--- config.mk ---
export PLATFORM = sky130hd
export DESIGN_NAME = vga_scan_timing
export DESIGN_NICKNAME = d
export VERILOG_FILES = /design/src/rtl/vga_scan_timing.sv
export SDC_FILE = /design/constraint.sdc
export NUM_CORES = 1
export LEC_CHECK = 0
export CAP_MARGIN = 10
export CORE_UTILIZATION = 40
export DETAILED_ROUTE_END_ITERATION = 12
export GPL_ROUTABILITY_DRIVEN = 0
export MAX_ROUTING_LAYER = met4
export PLACE_DENSITY_LB_ADDON = 0.05
export SYNTH_ARGS = -nofsm -noshare
export SYNTH_HDL_FRONTEND = slang
export SYNTH_SLANG_ARGS = --single-unit
--- constraint.sdc ---
create_clock -name vga_clk -period 2.05 [get_ports vga_clk]
set_clock_uncertainty 0.1 [all_clocks]
set_input_delay 0.41 -clock vga_clk [delete_from_list [all_inputs] [get_ports vga_clk]]
set_output_delay 0.41 -clock vga_clk [all_outputs]
set_load 0.03 [all_outputs]
--- src/rtl/vga_scan_timing.sv ---
`default_nettype none
// ============================================================================
// Module      : vga_scan_timing
// Description : Raster scan generator. Produces DrawX/DrawY/blank for the
//               sprite renderers, takes their RGB back PIPE_DELAY cycles
//               later and drives the VGA pins. hs/vs travel through a delay
//               line so they stay aligned with the pin colour.
// Options     : VGA_TEST_PATTERN_EN - adds test_mode input and an internal
//               8-bar colour pattern (bar = DrawX/80).
// Revision    : 1.0 - initial release
// ============================================================================
module vga_scan_timing #(
  parameter int H_VISIBLE  = 640,
  parameter int H_FP       = 16,
  parameter int H_SYNC     = 96,
  parameter int H_BP       = 48,
  parameter int V_VISIBLE  = 480,
  parameter int V_FP       = 10,
  parameter int V_SYNC     = 2,
  parameter int V_BP       = 33,
  // Renderer latency from DrawX/DrawY to valid RGB in; legal range 0..3.
  parameter int PIPE_DELAY = 1
) (
  input  logic       vga_clk,
  input  logic       reset,
`ifdef VGA_TEST_PATTERN_EN
  input  logic       test_mode,
`endif
  input  logic [3:0] red_in,
  input  logic [3:0] green_in,
  input  logic [3:0] blue_in,
  output logic [9:0] DrawX,
  output logic [9:0] DrawY,
  output logic       blank,
  output logic       frame_start,
  output logic [3:0] vga_r,
  output logic [3:0] vga_g,
  output logic [3:0] vga_b,
  output logic       vga_hs,
  output logic       vga_vs
);

  localparam int         c_H_TOTAL  = H_VISIBLE + H_FP + H_SYNC + H_BP;
  localparam int         c_V_TOTAL  = V_VISIBLE + V_FP + V_SYNC + V_BP;
  localparam logic [9:0] c_H_LAST   = 10'(c_H_TOTAL - 1);
  localparam logic [9:0] c_V_LAST   = 10'(c_V_TOTAL - 1);
  localparam logic [9:0] c_H_VIS    = 10'(H_VISIBLE);
  localparam logic [9:0] c_V_VIS    = 10'(V_VISIBLE);
  localparam logic [9:0] c_HS_FIRST = 10'(H_VISIBLE + H_FP);
  localparam logic [9:0] c_HS_LAST  = 10'(H_VISIBLE + H_FP + H_SYNC - 1);
  localparam logic [9:0] c_VS_FIRST = 10'(V_VISIBLE + V_FP);
  localparam logic [9:0] c_VS_LAST  = 10'(V_VISIBLE + V_FP + V_SYNC - 1);

  logic [9:0] r_hc;
  logic [9:0] r_vc;
  logic       r_hs0;
  logic       r_vs0;

  // Delayed stage-0 qualifiers, aligned with the renderer's RGB.
  logic       w_blank_d;
  logic       w_hs_d;
  logic       w_vs_d;

  // Colour source selected for the output register.
  logic [3:0] w_src_r;
  logic [3:0] w_src_g;
  logic [3:0] w_src_b;

  // Horizontal/vertical counters; vc advances on the hc wrap edge.
  always_ff @(posedge vga_clk) begin
    if (reset) begin
      r_hc <= 10'd0;
      r_vc <= 10'd0;
    end else if (r_hc == c_H_LAST) begin
      r_hc <= 10'd0;
      r_vc <= (r_vc == c_V_LAST) ? 10'd0 : r_vc + 10'd1;
    end else begin
      r_hc <= r_hc + 10'd1;
    end
  end

  // Stage 0: coordinates and qualifiers registered from the counters.
  always_ff @(posedge vga_clk) begin
    if (reset) begin
      DrawX       <= 10'd0;
      DrawY       <= 10'd0;
      blank       <= 1'b0;
      frame_start <= 1'b0;
      r_hs0       <= 1'b1;
      r_vs0       <= 1'b1;
    end else begin
      DrawX       <= r_hc;
      DrawY       <= r_vc;
      blank       <= (r_hc < c_H_VIS) && (r_vc < c_V_VIS);
      frame_start <= (r_hc == 10'd0) && (r_vc == 10'd0);
      r_hs0       <= !((r_hc >= c_HS_FIRST) && (r_hc <= c_HS_LAST));
      r_vs0       <= !((r_vc >= c_VS_FIRST) && (r_vc <= c_VS_LAST));
    end
  end

  // Qualifier delay line matching the renderer latency.
  if (PIPE_DELAY == 0) begin : g_no_delay
    assign w_blank_d = blank;
    assign w_hs_d    = r_hs0;
    assign w_vs_d    = r_vs0;
  end else begin : g_delay
    logic [PIPE_DELAY-1:0] r_blank_sr;
    logic [PIPE_DELAY-1:0] r_hs_sr;
    logic [PIPE_DELAY-1:0] r_vs_sr;

    // Shift blank/hs/vs one stage per cycle; reset to the idle levels.
    always_ff @(posedge vga_clk) begin
      if (reset) begin
        r_blank_sr <= '0;
        r_hs_sr    <= '1;
        r_vs_sr    <= '1;
      end else begin
        r_blank_sr[0] <= blank;
        r_hs_sr[0]    <= r_hs0;
        r_vs_sr[0]    <= r_vs0;
        for (int i = 1; i < PIPE_DELAY; i++) begin
          r_blank_sr[i] <= r_blank_sr[i-1];
          r_hs_sr[i]    <= r_hs_sr[i-1];
          r_vs_sr[i]    <= r_vs_sr[i-1];
        end
      end
    end

    assign w_blank_d = r_blank_sr[PIPE_DELAY-1];
    assign w_hs_d    = r_hs_sr[PIPE_DELAY-1];
    assign w_vs_d    = r_vs_sr[PIPE_DELAY-1];
  end

`ifdef VGA_TEST_PATTERN_EN
  // Bar index of the current stage-0 column; only meaningful while visible.
  logic [2:0] w_bar;
  logic [2:0] w_bar_d;

  // Eight vertical bars, 80 columns wide each.
  always_comb begin
    w_bar = 3'(DrawX / 10'd80);
  end

  if (PIPE_DELAY == 0) begin : g_bar_no_delay
    assign w_bar_d = w_bar;
  end else begin : g_bar_delay
    logic [2:0] r_bar_sr [PIPE_DELAY];

    // Bar index travels alongside blank so it lines up with the pin stage.
    always_ff @(posedge vga_clk) begin
      if (reset) begin
        for (int i = 0; i < PIPE_DELAY; i++) begin
          r_bar_sr[i] <= 3'd0;
        end
      end else begin
        r_bar_sr[0] <= w_bar;
        for (int i = 1; i < PIPE_DELAY; i++) begin
          r_bar_sr[i] <= r_bar_sr[i-1];
        end
      end
    end

    assign w_bar_d = r_bar_sr[PIPE_DELAY-1];
  end
`endif

  // Pick the colour source: renderer inputs, or the bar pattern in test mode.
  always_comb begin
    w_src_r = red_in;
    w_src_g = green_in;
    w_src_b = blue_in;
`ifdef VGA_TEST_PATTERN_EN
    if (test_mode) begin
      w_src_r = w_bar_d[2] ? 4'hF : 4'h0;
      w_src_g = w_bar_d[1] ? 4'hF : 4'h0;
      w_src_b = w_bar_d[0] ? 4'hF : 4'h0;
    end
`endif
  end

  // Pin register: colour gated to black outside the visible area.
  always_ff @(posedge vga_clk) begin
    if (reset) begin
      vga_r  <= 4'h0;
      vga_g  <= 4'h0;
      vga_b  <= 4'h0;
      vga_hs <= 1'b1;
      vga_vs <= 1'b1;
    end else begin
      vga_r  <= w_blank_d ? w_src_r : 4'h0;
      vga_g  <= w_blank_d ? w_src_g : 4'h0;
      vga_b  <= w_blank_d ? w_src_b : 4'h0;
      vga_hs <= w_hs_d;
      vga_vs <= w_vs_d;
    end
  end

endmodule
`default_nettype wire

### Yosys cells after proc, flatten, opt, wreduce, memory -nomap -nowiden

Cells that the tools add are included.

* bits in registers: 61
* bits of input ports: 14

* $add $sub $neg: 2
* $lt $le $gt $ge: 6
* equal/unequal tests: 2
* mux-type cells: 1
* bitwise gates (word level): 1
* reduce and logical (&&, ||, !) cells: 10

Operators by type and width (count)
* $add A10 B1 Y10 const B: 2
* $eq A10 B10 Y1 const B: 2
* $logic_not A10 Y1: 2
* $ge A10 B10 Y1 const B: 1
* $ge A10 B9 Y1 const B: 1
* $le A10 B10 Y1 const B: 1
* $le A10 B9 Y1 const B: 1
* $lt A10 B10 Y1 const B: 1
* $lt A10 B9 Y1 const B: 1
* $mux W10: 1
* $logic_and A1 B1 Y1: 4
* $reduce_or A2 Y1: 2
* $logic_not A1 Y1: 2
* $not A1 Y1: 1

### Depth between registers and ports, before layout

Gate-level depths: netlist (run 1).

* depth in word-level cells: 3
* gate-level depth with buffers: 6
* mapped depth without buffers: 6

### Least setup slack after synthesis (run 1)

No wires, ideal clock.

* kind: register to register
* start: register r_hc[0]
* end: register r_vc[8]
* data arrival time: 1.861 ns
* data required time: 1.882 ns
* slack: 0.021 ns
* cell stages (with the launch flop): 7
* cells stage by stage: dfxtp_1 ha_1 nand3_1 or3_4 buf_6 or4_4 a21oi_2

* cells in the longest elaborated chain, start to end: 1

RTL lines
* start, declared: RTL line 54 `logic [9:0] r_hc;`
* start signal, assigned: RTL line 78 `r_hc <= r_hc + 10'd1;`
* $eq A10 B10 Y1: RTL line 74 `end else if (r_hc == c_H_LAST) begin`
* end signal, assigned: RTL line 76 `r_vc <= (r_vc == c_V_LAST) ? 10'd0 : r_vc + 10'd1;`
* end, declared: RTL line 55 `logic [9:0] r_vc;`

Every way passes these cells.
A chain may end at the register's enable or synchronous reset.

### Worst setup path in the final report (run 1)

Same ends and word-level chain as after synthesis.

==> metrics.cfg, run 1 <==
[global_routing]
grt_pass1_vias = 1484
track_usage = 0.171
overflow = 0
grt_pass1_wl_mm = 6.84
antenna_found_initial = 0
grt_max_degree = 24

[setup_path]
reg2reg_depth = 5
end_kind = flop
path_max_fanout = 7
rr_endpoint = r_vc[8]
worstPathCellList = ha_1, nand3_1, or3_4, or4_4, a21oi_2
cpMaxStageDelayCell = or4_4
worst_setup_path_start_kind = flop
critPathMaxStageDelay_ns = 0.52
regToRegStartpoint = r_hc[0]
reg2reg_slack_ns = 0.17
crit_arrival_ns = 2.04
cp.required_ns = 2.21
crit_type = flop to flop

[final_layout]
multi_input_area_sq_um = 837
layout-drive-gt1-share = 0.137
antennaDiodeCount = 0
regArea_sq_mm = 0.00122
stdcell_area_sq_mm = 0.00299
area_delta_synth_final_pct = 39.1
n_fill_cell = 496
layout.nets = 290

[clock_tree]
postCtsSetupBuffers = 0
htree_levels = 3
clock_sinks = 61
cts_root_buf = clkbuf_8
insertion_delay_ns = 0.32
clk_pin_slew_ns = 0.06
tritoncts.num_buffers = 9
tritoncts = yes
holdBufCountCts = 0
cts_buffer_depth = 2
post_cts_resized = 0

[sta]
holdWs_ns = 0.307
max_freq_mhz = 531
drv_slew = 0
slew_headroom = 0.625
worst_pin_slew_ns = 0.559
setup_tns_ns = 0
rsz0062_at_grt = false
hold_viol_final = 0
period_share = 0.919
min_period_ns = 1.88
setup_violations = 0
layout_setup_ws_ns = 0.165

[logic_synthesis]
yosysWarnings = 0
async_flop_share = 0
ys_seq_area_frac = 0.568
syn_area_sq_mm = 0.00215
synthDistinctLibCells = 37
ys_seq_elements = 61
syn_inst = 211
synth_edf_count = 0
synthFlopType = dfxtp_1
syn_nets = 229
syn_area_per_cell_sq_um = 10.2

[power_and_ir_drop]
powerDensity_mw_per_mm2 = 841
p_clk_frac = 0.467
seq_power_share = 0.482
switching_share = 0.198
p_sw_w = 0.000498
p_int_w = 0.00201
leakage_nw = 1.13
pwr-share-comb = 0.051
p_total_w = 0.00251
peakVddDrop_v = 0.000408

[detailed_routing]
routed_wl_mm = 4.29
vias = 1615
firstDrtPassIters = 4
drt_iter0_drc = 47
drc = 0
wl_per_cell_um = 12.4
vias_per_cell = 4.65
ant_nets = 0

[die]
fp.dieArea_sq_mm = 0.00567
die_w_um = 75.3
die_y_um = 75.3
ios = 50
rows = 26
initial_core_util = 0.418
core-area_sq_mm = 0.00514

[placement]
place_hpwl_mm = 2.99
placed_area_sq_mm = 0.00276
dp_slack_ns = 0.169
io_buffers = 49

[status]
status = completed

[worst_hold_path]
worstHoldEndpoint = g_delay.r_vs_sr
hp-start = r_vs0
holdPathStages = 1
hold_class = flop to flop

[run]
max_cap_violations = 0

worst max-delay path, delay by kind of cell, from the launching register on:
kind / cells / cell delay, ns
AO/OA/AOI/OAI: 1 / 0.13
adder cells (fa/ha/maj): 1 / 0.19
AND/OR/NAND/NOR: 3 / 1.01
flip-flops: 1 / 0.39
per-stage QoR:
step	util	instances
after floorplan	-	211
after global placement	0.538	331
after detailed placement	0.538	331
after CTS	0.582	347
after global routing	0.582	347
final	0.582	347
per-layer routing:
| layer | share of wire | track usage | wire [um] |
|---|---|---|---|
| met5 | 0 | - | 0 |
| met4 | 0.018 | 0.0967 | 76 |
| met3 | 0.071 | 0.0450 | 305 |
| met2 | 0.43 | 0.244 | 1850 |
| met1 | 0.48 | 0.219 | 2060 |
registers in the layout (all words and copies together) (netlist names), 4 cells and up:
signal  cells
DrawY      10
vga_g       4
DrawX      10
vga_r       4
vga_b       4
r_hc       10
r_vc       10
worst max path at each step:
| stage | startpoint | end | slack, ns | cells after the start |
|---|---|---|---|---|
| 6_report | r_hc[0] | r_vc[8] | 0.17 | 5 |
| 4_1_cts | r_hc[0] | r_vc[5] | 0.15 | 5 |
| 3_3_place_gp | r_hc[5] | r_vc[8] | 0.21 | 4 |
| 3_5_place_dp | r_hc[5] | r_vc[5] | 0.17 | 4 |
| 2_1_floorplan | r_hc[0] | r_vc[8] | 0.02 | 6 |
| 5_1_grt | r_hc[0] | r_vc[1] | 0.03 | 5 |
cells in the mapped netlist, types with 4 or more instances:
library cell  number  area [sq um]
or2_2              4          25.0
nand2_1            4          15.0
nor3_1             9          45.0
nand4_1            9          56.3
nor2b_1           19           119
nor4_1             5          31.3
and2_1            12          75.1
ha_1               4          50.1
and3_1             4          25.0
xnor2_1            8          70.1
dfxtp_1           61          1220
clkbuf_1           8          30.0
nand3_1            9          45.0
nor2_1            16          60.1
xor2_1             4          35.0
inv_1              8          30.0
placed cells by master, fill, tap and decap left out, drive strengths merged:
| cell type | instances |
|---|---|
| nand4 | 9 |
| a21oi | 3 |
| clkbuf | 12 |
| o221ai | 1 |
| ha | 4 |
| or4 | 2 |
| clkinv | 2 |
| xnor2 | 8 |
| nor3 | 9 |
| mux2i | 1 |
| nor2b | 19 |
| nand3 | 9 |
| or2 | 5 |
| clkdlybuf4s50 | 49 |
| bufinv | 2 |
| or3 | 1 |
| o21a | 1 |
| o31ai | 2 |
| and4 | 1 |
| nand4b | 1 |
| nand2 | 4 |
| dfxtp | 61 |
| and3 | 4 |
| inv | 8 |
| o21ai | 4 |
| nor2 | 16 |
| nor4b | 2 |
| nor4 | 6 |
| and2 | 12 |
| or3b | 1 |
| buf | 13 |
| xor2 | 4 |
| a31oi | 1 |
cell type report:
cell class,instances,area share
Clock buffer,12,0.0519
Clock inverter,4,0.0234
Tap cell,70,0.0293
Multi-Input combinational cell,130,0.280
Sequential cell,61,0.409
Inverter,8,0.0100
Timing Repair Buffer,62,0.197
power groups by stage:
stage,Sequential [W],Clock (W),Combinational [W]
floorplan,0.00126,0,0.0000380
global placement,0.00124,0,0.000129
detailed placement,0.00124,0,0.000129
CTS,0.00121,0.00121,0.000130
global route,0.00121,0.00126,0.000139
finish,0.00121,0.00117,0.000129
cells by family (layout without fill, tap and decap cells):
family | count (synthesis) | after routing | synth area share
buffers and inverters | 20 | 86 | 0.0425
DFF | 61 | 61 | 0.568
AOI/OAI and AO/OA | 12 | 12 | 0.0355
muxes | 1 | 1 | 0.00466
and+or+nand+nor | 101 | 101 | 0.277
adders and majority gates | 4 | 4 | 0.0233
xor gates and xnor gates | 12 | 12 | 0.0489
(Power assumes the default switching activity.)
==> run 2, diff against run 1 <==
--- a/config.mk
+++ b/config.mk
@@ -11,6 +11,7 @@
 export GPL_ROUTABILITY_DRIVEN = 0
 export MAX_ROUTING_LAYER = met4
 export PLACE_DENSITY_LB_ADDON = 0.05
+export SLEW_MARGIN = 10
 export SYNTH_ARGS = -nofsm -noshare
 export SYNTH_HDL_FRONTEND = slang
 export SYNTH_SLANG_ARGS = --single-unit
==> results of run 2 <==
No change in the layout: final DEF, timing and power equal those of run 1.
==> run 3, diff against run 2 <==
--- a/config.mk
+++ b/config.mk
@@ -5,7 +5,8 @@
 export SDC_FILE = /design/constraint.sdc
 export NUM_CORES = 1
 export LEC_CHECK = 0
-export CAP_MARGIN = 10
+export CAP_MARGIN = 0
+export CORE_MARGIN = 2
 export CORE_UTILIZATION = 40
 export DETAILED_ROUTE_END_ITERATION = 12
 export GPL_ROUTABILITY_DRIVEN = 0
==> run 3 against run 2 <==
Clock power down 11%. Non-clock buffer count up 1. First-iteration DRC count up 26%. Largest power group unchanged. Clock-buffer cell count unchanged. Via count up 0.93%. Routed wire length up 3.4%. Largest cell class unchanged.
==> metrics.cfg, run 3 (synthesis gave the netlist of run 1 again) <==
[run]
max_cap_violations = 0

[global_routing]
grt_pass1_vias = 1513
grtUsageMet2 = 0.227
antenna_found_initial = 0
grt_pass1_wl_mm = 7.31
overflow = 0
top_usage_layer = met2
grt_max_degree = 21
grt_util_met1 = 0.219
track_usage = 0.166
gr-usage-met3 = 0.0400

[sta]
min_period_ns = 1.88
holdWs_ns = 0.309
slew_headroom = 0.644
setup_violations = 0
layout_setup_ws_ns = 0.165
worst_pin_slew_ns = 0.533
setup_tns_ns = 0
rsz0062_at_grt = false
hold_viol_final = 0
drv_slew = 0
max_freq_mhz = 531
period_share = 0.919

[worst_hold_path]
hp-start = g_delay.r_vs_sr
hold_class = flop to flop

[setup_path]
cp.required_ns = 2.22
path_max_fanout = 7
worst_setup_path_start_kind = flop
regToRegStartpoint = r_hc[0]
end_kind = flop
crit_arrival_ns = 2.05
crit_type = flop to flop
crit_start = r_hc[0]

[power_and_ir_drop]
peakVddDrop_v = 0.000423
p_total_w = 0.00238
leakage_nw = 1.12
powerDensity_mw_per_mm2 = 803

[status]
status = completed

[detailed_routing]
firstDrtPassIters = 4
wl_per_cell_um = 12.7
drt_iter0_drc = 59
vias_per_cell = 4.68
ant_nets = 0
vias = 1630
drc = 0
routed_wl_mm = 4.43

[die]
initial_core_util = 0.418
fp.dieArea_sq_mm = 0.00598
rows = 26
ios = 50
core-area_sq_mm = 0.00514
die_y_um = 77.3
die_w_um = 77.3

[placement]
dp_slack_ns = 0.180
place_hpwl_mm = 3.15
io_buffers = 49

[clock_tree]
holdBufCountCts = 0
cts_buffer_depth = 2
clk_pin_slew_ns = 0.06
post_cts_resized = 0
tritoncts.num_buffers = 9
tritoncts = yes
insertion_delay_ns = 0.33
cts_root_buf = clkbuf_8
postCtsSetupBuffers = 0
clock_sinks = 61
htree_levels = 3

[final_layout]
antennaDiodeCount = 0
n_fill_cell = 509
layout-drive-gt1-share = 0.137
mostFrequentLayoutCell = dfxtp_1
finish.utilization = 0.577
layout.nets = 291
area_delta_synth_final_pct = 37.9
mostFrequentLayoutCells = dfxtp_1 (61), clkdlybuf4s50_1 (49), nor2b_1 (19), nor2_1 (16), buf_4 (14)

-- run 3: cell count changes in the layout (fill, tap and decap cells not counted) --
cell,previous run,this run
bufinv_16,2,1
clkbuf_8,11,10
clkinvlp_4,0,1
clkbuf_1,1,2
buf_4,13,14
-- run 3: final timing paths --
path,end,slack [ns],depth (start not counted)
worst max-delay path,r_vc[8],0.17,5
worst min-delay path,vga_vs,0.31,1
worst max register to register,r_vc[8],0.17,5
worst min register to register,vga_vs,0.31,1
-- run 3: through the flow --
stage          std cells  area (sq um)
3_3_place_gp         332          2770
2_1_floorplan        211          2150
3_5_place_dp         332          2770
5_1_grt              348          2960
6_report             348          2960
4_1_cts              348          2960
-- run 3: layout make-up --
cell class / instances / area [sq um] / share of cell area
Multi-Input combinational cell: 130 / 837 / 0.282
Tap cell: 70 / 87.6 / 0.0295
Sequential cell: 61 / 1220 / 0.412
Clock buffer: 12 / 145 / 0.0490
Timing Repair Buffer: 63 / 596 / 0.201
Clock inverter: 4 / 47.5 / 0.0160
Inverter: 8 / 30.0 / 0.0101
-- run 3: critical path, stage by stage (launching register included) --
cell and delay, ns:
dfxtp_1 0.39, ha_1 0.19, nand3_1 0.10, or3_4 0.39, or4_4 0.52, a21oi_2 0.14
-- run 3: layer usage --
metal | up-vias | wire, um
met2 | 54 | 1840
li1 | 834 | -
met5 | - | 0
met1 | 733 | 2250
met3 | 9 | 234
met4 | 0 | 104
-- run 3: where the power goes --
part           switching (W)  leakage, nW  internal [W]
Sequential        0.00000744        0.494       0.00120
Clock               0.000448       0.0964      0.000591
Combinational      0.0000662        0.528     0.0000633
